===== src/rtl/cpu_pkg.sv =====
// Shared constants and types for the processor front end.
// The fetch entry pairs an instruction word with the address it was fetched from.
package cpu_pkg;

  parameter int unsigned ADDR_W = 12;
  parameter int unsigned DATA_W = 32;
  parameter logic [ADDR_W-1:0] RESET_PC = 12'd0;

  typedef struct packed {
    logic [DATA_W-1:0] insn;
    logic [ADDR_W-1:0] pc;
  } fetch_entry_t;

endpackage


===== src/rtl/fetch_queue.sv =====
// 2-entry FIFO of {insn, pc} with flush; head outputs come straight from registers
// and read as zero whenever the queue is empty.
module fetch_queue
  import cpu_pkg::*;
(
  input  logic              clock,
  input  logic              reset,
  input  logic              flush,
  input  logic              push,
  input  logic              pop,
  input  logic [DATA_W-1:0] push_insn,
  input  logic [ADDR_W-1:0] push_pc,
  output logic              head_valid,
  output logic [DATA_W-1:0] head_insn,
  output logic [ADDR_W-1:0] head_pc,
  output logic [1:0]        count
);

  fetch_entry_t head_r, tail_r, head_s, tail_s, new_s;
  logic [1:0]   cnt_r, cnt_s;
  logic         valid_r, valid_s;

  // Next-state queue contents; the tail is kept zero whenever count < 2
  always_comb begin
    head_s  = head_r;
    tail_s  = tail_r;
    cnt_s   = cnt_r;
    new_s   = '{insn: push_insn, pc: push_pc};
    if (flush) begin
      head_s = '0;
      tail_s = '0;
      cnt_s  = 2'd0;
    end else begin
      case ({push, pop})
        2'b10: begin
          if (cnt_r == 2'd0) begin
            head_s = new_s;
          end else begin
            tail_s = new_s;
          end
          cnt_s = cnt_r + 2'd1;
        end
        2'b01: begin
          head_s = tail_r;
          tail_s = '0;
          cnt_s  = cnt_r - 2'd1;
        end
        2'b11: begin
          if (cnt_r == 2'd2) begin
            head_s = tail_r;
            tail_s = new_s;
          end else begin
            head_s = new_s;
          end
        end
        default: begin
          cnt_s = cnt_r;
        end
      endcase
    end
    valid_s = (cnt_s != 2'd0);
  end

  // Queue state registers
  always_ff @(posedge clock or negedge reset) begin
    if (!reset) begin
      head_r  <= '0;
      tail_r  <= '0;
      cnt_r   <= 2'd0;
      valid_r <= 1'b0;
    end else begin
      head_r  <= head_s;
      tail_r  <= tail_s;
      cnt_r   <= cnt_s;
      valid_r <= valid_s;
    end
  end

  assign head_valid = valid_r;
  assign head_insn  = head_r.insn;
  assign head_pc    = head_r.pc;
  assign count      = cnt_r;

  fetch_queue_chk u_chk (
    .clock (clock),
    .reset (reset),
    .push  (push),
    .pop   (pop),
    .flush (flush),
    .count (cnt_r)
  );

endmodule


===== src/rtl/fetch_queue_chk.sv =====
// Assertion-only checker for the 2-entry fetch queue.
module fetch_queue_chk (
  input logic       clock,
  input logic       reset,
  input logic       push,
  input logic       pop,
  input logic       flush,
  input logic [1:0] count
);

  // Issue credits must never let an arrival land in a full queue
  a_no_overflow: assert property (@(posedge clock) disable iff (!reset)
    (push && !pop && !flush) |-> (count != 2'd2));

  a_count_range: assert property (@(posedge clock) disable iff (!reset)
    count != 2'd3);

endmodule


===== src/rtl/fetch_unit.sv =====
// Instruction-fetch front end: owns the PC, tracks the one-cycle imem latency and
// only issues a fetch when the queue is guaranteed room for its return.
module fetch_unit
  import cpu_pkg::*;
(
  input  logic              clock,
  input  logic              reset,
  output logic [ADDR_W-1:0] address_imem,
  input  logic [DATA_W-1:0] q_imem,
  input  logic              redirect_valid,
  input  logic [ADDR_W-1:0] redirect_target,
  output logic              insn_valid,
  input  logic              insn_ready,
  output logic [DATA_W-1:0] insn,
  output logic [ADDR_W-1:0] insn_pc
);

  logic [ADDR_W-1:0] pc_r, req_pc_r;
  logic              req_valid_r;
  logic [1:0]        q_count_s;
  logic              pop_s, arrive_s, issue_s;
  logic [2:0]        cnt_after_s;

  assign pop_s       = insn_valid & insn_ready;
  assign arrive_s    = req_valid_r;
  assign cnt_after_s = {1'b0, q_count_s} + {2'b00, arrive_s} - {2'b00, pop_s};
  assign issue_s     = (cnt_after_s <= 3'd1);

  // PC and in-flight request tracking; a redirect parks the PC on the target so
  // address_imem presents it for one cycle before it is issued
  always_ff @(posedge clock or negedge reset) begin
    if (!reset) begin
      pc_r        <= RESET_PC;
      req_valid_r <= 1'b0;
      req_pc_r    <= '0;
    end else if (redirect_valid) begin
      pc_r        <= redirect_target;
      req_valid_r <= 1'b0;
      req_pc_r    <= req_pc_r;
    end else if (issue_s) begin
      pc_r        <= pc_r + 12'd1;
      req_valid_r <= 1'b1;
      req_pc_r    <= pc_r;
    end else begin
      pc_r        <= pc_r;
      req_valid_r <= 1'b0;
      req_pc_r    <= req_pc_r;
    end
  end

  assign address_imem = pc_r;

  fetch_queue u_queue (
    .clock      (clock),
    .reset      (reset),
    .flush      (redirect_valid),
    .push       (arrive_s & ~redirect_valid),
    .pop        (pop_s & ~redirect_valid),
    .push_insn  (q_imem),
    .push_pc    (req_pc_r),
    .head_valid (insn_valid),
    .head_insn  (insn),
    .head_pc    (insn_pc),
    .count      (q_count_s)
  );

endmodule


===== config.mk =====
export PLATFORM = sky130hd
export DESIGN_NAME = fetch_unit
export DESIGN_NICKNAME = d
export VERILOG_FILES = /design/src/rtl/cpu_pkg.sv /design/src/rtl/fetch_queue.sv /design/src/rtl/fetch_queue_chk.sv /design/src/rtl/fetch_unit.sv
export SDC_FILE = /design/constraint.sdc
export NUM_CORES = 1
export LEC_CHECK = 0
export CAP_MARGIN = 25
export CORE_MARGIN = 1
export CORE_UTILIZATION = 52
export DETAILED_ROUTE_END_ITERATION = 10
export PLACE_DENSITY = 0.78
export SLEW_MARGIN = 20
export SYNTH_ARGS = -nofsm -noshare
export SYNTH_HDL_FRONTEND = slang
export SYNTH_SLANG_ARGS = --single-unit

===== constraint.sdc =====
create_clock -name clock -period 3.1 [get_ports clock]
set_input_delay 0.465 -clock clock [delete_from_list [all_inputs] [get_ports clock]]
set_output_delay 0.465 -clock clock [all_outputs]
set_load 0.02 [all_outputs]

**Word-level counts from Yosys, hierarchy flattened**

Index checks and enable logic that the tools add are counted.

- Bits of input ports: 48
- Word-level logic and storage cells: 47
- Flip-flop bits (word level): 116

- Reductions and logical operators: 7
- Bitwise operators: 4
- Equality and inequality tests: 7
- Magnitude comparators: 1
- Multiplexer cells: 14
- $add $sub $neg: 5

Operators with widths:

| cell | number |
|---|---|
| $mux 44 | 6 |
| $pmux 44 s3 | 2 |
| $mux 12 | 2 |
| $add 12x1->12 const B | 1 |
| $eq 2x2->1 const B | 3 |
| $ne 3x2->1 const B | 2 |
| $pmux 2 s2 | 1 |
| $reduce_and 2->1 | 2 |
| $reduce_bool 2->1 | 2 |
| $reduce_bool 4->1 | 1 |
| $add 2x1->3 | 1 |
| $and 1x1->1 | 3 |
| $le 3x1->1 const B | 1 |
| $ne 3x3->1 const B | 1 |
| $reduce_and 3->1 | 1 |
| $sub 3x1->3 | 1 |
| $add 2x1->2 const B | 1 |
| $eq 2x1->1 const B | 1 |
| $logic_not 2->1 | 1 |
| $mux 1 | 2 |
| $mux 2 | 1 |
| $sub 2x1->2 const B | 1 |
| $not 1->1 | 1 |

**Logic depth before layout (Yosys ltp)**

- Word-level depth: 6
- Gate-level depth with buffers: 11

**Hierarchy**

A second synthesis with hierarchy kept.

- Cell total of the unflattened synthesis: 634
- Area, all modules: 6222.2 sq um

Modules (own cells, without submodules):

| module | area an instance (sq um) | cells each | seq. area each (sq um) | instances |
|---|---|---|---|---|
| fetch_queue | 4898.4 | 527 | 2277.2 | 1 |
| fetch_unit | 1323.8 | 107 | 625.6 | 1 |

**Worst setup path before layout**

No wires, ideal clock.

- Kind: register to register
- Start point: reg u_queue.valid_r (netlist: u_queue.head_valid)
- End point: reg pc_r[11] (netlist: address_imem[11])
- Clock period less this slack: 2.632 ns
- Required time: 2.975 ns
- Library setup time: 0.125 ns
- Cell stages (with the launch flop): 11
- Path slack: 0.468 ns
- Arrival time: 2.507 ns
- Cell sequence: dfrtp_1 and2_1 ha_1 inv_1 ha_1 inv_1 fa_1 nand4_1 nor4_1 xor2_1 mux2_2

- Cells in the longest elaborated chain, start to end: 4

RTL lines:

| element | line | source |
|---|---|---|
| from (decl) | fetch_queue.sv:21 | `logic valid_r, valid_s;` |
| from (signal assigned) | fetch_queue.sv:75 | `valid_r <= valid_s;` |
| $and 1x1->1 | fetch_unit.sv:24 | `assign pop_s = insn_valid & insn_ready;` |
| $sub 3x1->3 | fetch_unit.sv:26 | `assign cnt_after_s = {1'b0, q_count_s} + {2'b00, arrive_s} - {2'b00, pop_s};` |
| $le 3x1->1 | fetch_unit.sv:27 | `assign issue_s = (cnt_after_s <= 3'd1);` |
| $reduce_bool 2->1 (no source line) | n/a |  |
| to (signal assigned) | fetch_unit.sv:37 | `pc_r <= redirect_target;` |
| to (signal assigned) | fetch_unit.sv:41 | `pc_r <= pc_r + 12'd1;` |
| to (signal assigned) | fetch_unit.sv:45 | `pc_r <= pc_r;` |
| to (decl) | fetch_unit.sv:18 | `logic [ADDR_W-1:0] pc_r, req_pc_r;` |

No other way between the ends.
A chain may end at the register's enable or synchronous reset.

**Worst setup path in the final report**

- Start point: reg u_queue.cnt_r[0] (netlist: u_queue.count[0])
- End point: reg pc_r[11] (netlist: address_imem[11])

- Cells in the longest elaborated chain, start to end: 4

RTL lines:

| element | line | source |
|---|---|---|
| from (decl) | fetch_queue.sv:20 | `logic [1:0] cnt_r, cnt_s;` |
| from (signal assigned) | fetch_queue.sv:74 | `cnt_r <= cnt_s;` |
| $add 2x1->3 | fetch_unit.sv:26 |  |
| $sub 3x1->3 | fetch_unit.sv:26 |  |
| $le 3x1->1 | fetch_unit.sv:27 |  |
| $reduce_bool 2->1 (no source line) | n/a |  |

No other way between the ends.

==> impl_metrics.ini <==
[sta]
period_minus_slack_ps = 2660
timing.fmax_mhz = 377
min_period_over_period = 0.857
worstMarginPinSlew_ps = 750
setup_tns_ps = 0
rsz0062_at_grt = false
slew_headroom = 0.500
hold_violations = 0
clock-skew-final_ps = 5.21
finalMaxSlewViolations = 0
final-setup-viol-count = 0

[synthesis]
syn_inst = 517
ys_async_sr_fraction = 1.00
seq_area_frac_synth = 0.546
synth.most_common_cell = dfrtp_1
yosysWarnings = 0
avgSynthCellArea_um2 = 10.3
synthFlopType = dfrtp_1
synthTopCellsByCount = 116 x dfrtp_1, 102 x nand2_1, 50 x inv_1
synth_top_area_share = 0.546
yosys_register_bits = 116
synth_area_leader_cell = dfrtp_1
syn_nets = 572
ys_types = 35
synth_area_um2 = 5320
synth_edf_count = 0
synthTopCellsByArea = dfrtp_1 55%, mux2i_1 8.5%, nand2_1 7.2%, a22oi_1 6.2%, inv_1 3.5%

[cells_and_area]
area_delta_synth_final_pct = 34.1
final_area_um2 = 7130
antenna_cells = 0
fill_cells = 711
nets = 677
drive_gt1_frac = 0.0899

[clock_network]
cts_resized = 0
clk_latency_ps = 510
cts_max_path_buffers = 2
post-cts-setup-buffer-count = 0
cts_sinks = 116
cts_tree = yes
htree_levels = 4
clk_pin_slew_ps = 50
cts_hold_buf = 0
cts-buffers-inserted = 17
clockRootBuffer = clkbuf_8

[setup_path]
cp-end-kind = register
cp-start-kind = register
crit_type = reg2reg
arrival_ps = 3040
crit_fanout = 7
required_ps = 3490

[detailed_routing]
antenna_left = 0
drt_first_pass_iters = 5
drt_iter0_drc = 193
drc = 0
drt_wl_total_um = 12400
wl_per_cell_um = 16.2
viasPerCell = 5.48
vias = 4205

[place]
io_buffers = 104
place_hpwl_um = 7860
place_congestion = 0.873
place_area_um2 = 6550

[grt]
antenna_found_initial = 0
grt_busiest_layer = met2
grt_pass1_vias = 4285
use_met3 = 0.0631
met1_usage = 0.321
grt_usage = 0.253
grt_overflow = 0
use_met2 = 0.423
grt_pass1_wl_um = 20500
grt_max_degree = 61

[power_and_ir_drop]
peakVddDrop_mv = 0.680
power_density_nw_per_um2 = 872
power.leakage_nw = 3.27

[floorplanning]
fp.dieArea_um2 = 10600
die_h_um = 103
coreArea_um2 = 9820
start_util = 0.541
fp.dieW_um = 103
rows = 36
pin_count = 105

[outcome]
status = finished clean

[hold_path]
hold_class = in2async

[run]
cap_violations = 0
[worst max-delay path, cell delays in order, from the launching register on]
cell and delay (ps):
dfrtp_1 470, inv_1 70, ha_1 290, inv_1 60
ha_1 130, inv_1 50, fa_1 530, nand4_1 190
nor4_1 370, xor2_1 110, mux2_2 270
[layer usage]
layer,wire [µm],share of wire,vias up
met5,0,0,-
met4,194,0.016,0
met3,659,0.053,22
met2,6200,0.50,168
met1,5340,0.43,2069
li1,-,-,1946
[state kept, by name, summed over array words and instances, names as in the netlist]
| name | cells |
|---|---|
| address_imem | 12 |
| arrive_s | 1 |
| req_pc_r | 12 |
| u_queue.count | 2 |
| u_queue.head_insn | 32 |
| u_queue.head_pc | 12 |
| u_queue.head_valid | 1 |
| u_queue.tail_r | 44 |
[cell type report]
cell class | instances | area (µm²) | area share
clock inverter | 10 | 131 | 0.0184
multi-input combinational | 318 | 2080 | 0.292
tap | 133 | 166 | 0.0233
timing repair buffer | 119 | 1210 | 0.170
clock buffer | 21 | 449 | 0.0630
inverter | 50 | 188 | 0.0263
sequential | 116 | 2900 | 0.407
[worst paths after layout]
check,cells after the start,to,startpoint,slack (ps)
max,10,address_imem[11],u_queue.count[0],440
min,1,address_imem[6],reset,20
max reg2reg,10,address_imem[11],u_queue.count[0],440
min reg2reg,2,u_queue.head_insn[7],u_queue.head_insn[7],480
max in group asynchronous,2,u_queue.tail_r[41],reset,2290
min in group clock,2,u_queue.head_insn[7],u_queue.head_insn[7],480
[logic make-up (layout without fill, tap and decap cells)]
| logic type | count (synthesis) | after routing | share of synthesized area |
|---|---|---|---|
| AND/OR/NAND/NOR | 131 | 131 | 0.106 |
| flip-flops | 116 | 116 | 0.546 |
| AO/OA/AOI/OAI | 107 | 107 | 0.124 |
| buffers and inverters | 83 | 200 | 0.0694 |
| multiplexers | 59 | 59 | 0.114 |
| XOR/XNOR | 14 | 14 | 0.0231 |
| adder cells (fa/ha/maj) | 7 | 7 | 0.0179 |
[power breakdown]
part,internal (mW),total (mW),switching [mW]
clock network,1.25,1.91,0.658
logic,0.959,1.99,1.03
registers,1.96,2.31,0.349
total,4.18,6.21,2.04
[per-stage QoR]
| stage | util | hold WS (ps) | power, mW | instances | setup slack, ps |
|---|---|---|---|---|---|
| after detailed placement | 0.667 | 475 | 4.30 | 736 | -39.4 |
| after floorplan | - | 169 | 3.43 | 517 | 468 |
| after CTS | 0.726 | 40.1 | 6.25 | 767 | 431 |
| after global routing | 0.726 | 67.6 | 6.54 | 767 | 223 |
| final | 0.726 | 17.6 | 6.21 | 767 | 444 |
| after global placement | 0.667 | 460 | 4.20 | 736 | 41.9 |
[placed cells by master, fill, tap and decap left out, types with 2 or more instances in the layout]
cell type and count:
clkbuf_16 16, clkinv_2 5, clkbuf_8 3, nand2_1 102, nand4_1 4, mux2i_1 45, nand3_1 2, nor2_1 3
xnor2_1 9, a22oi_1 44, o21ai_1 26, nand3b_1 2, nor4_1 4, dfrtp_1 116, buf_4 11, xor2_1 5
nor3_1 3, nand2b_1 3, mux2_2 5, clkbuf_1 2, o21ai_0 31, inv_1 50, mux2_1 9, bufinv_16 3
ha_1 6, a21oi_4 3, clkdlybuf4s50_1 103, buf_12 5
Note: power is estimated with default switching activity, not from simulation.
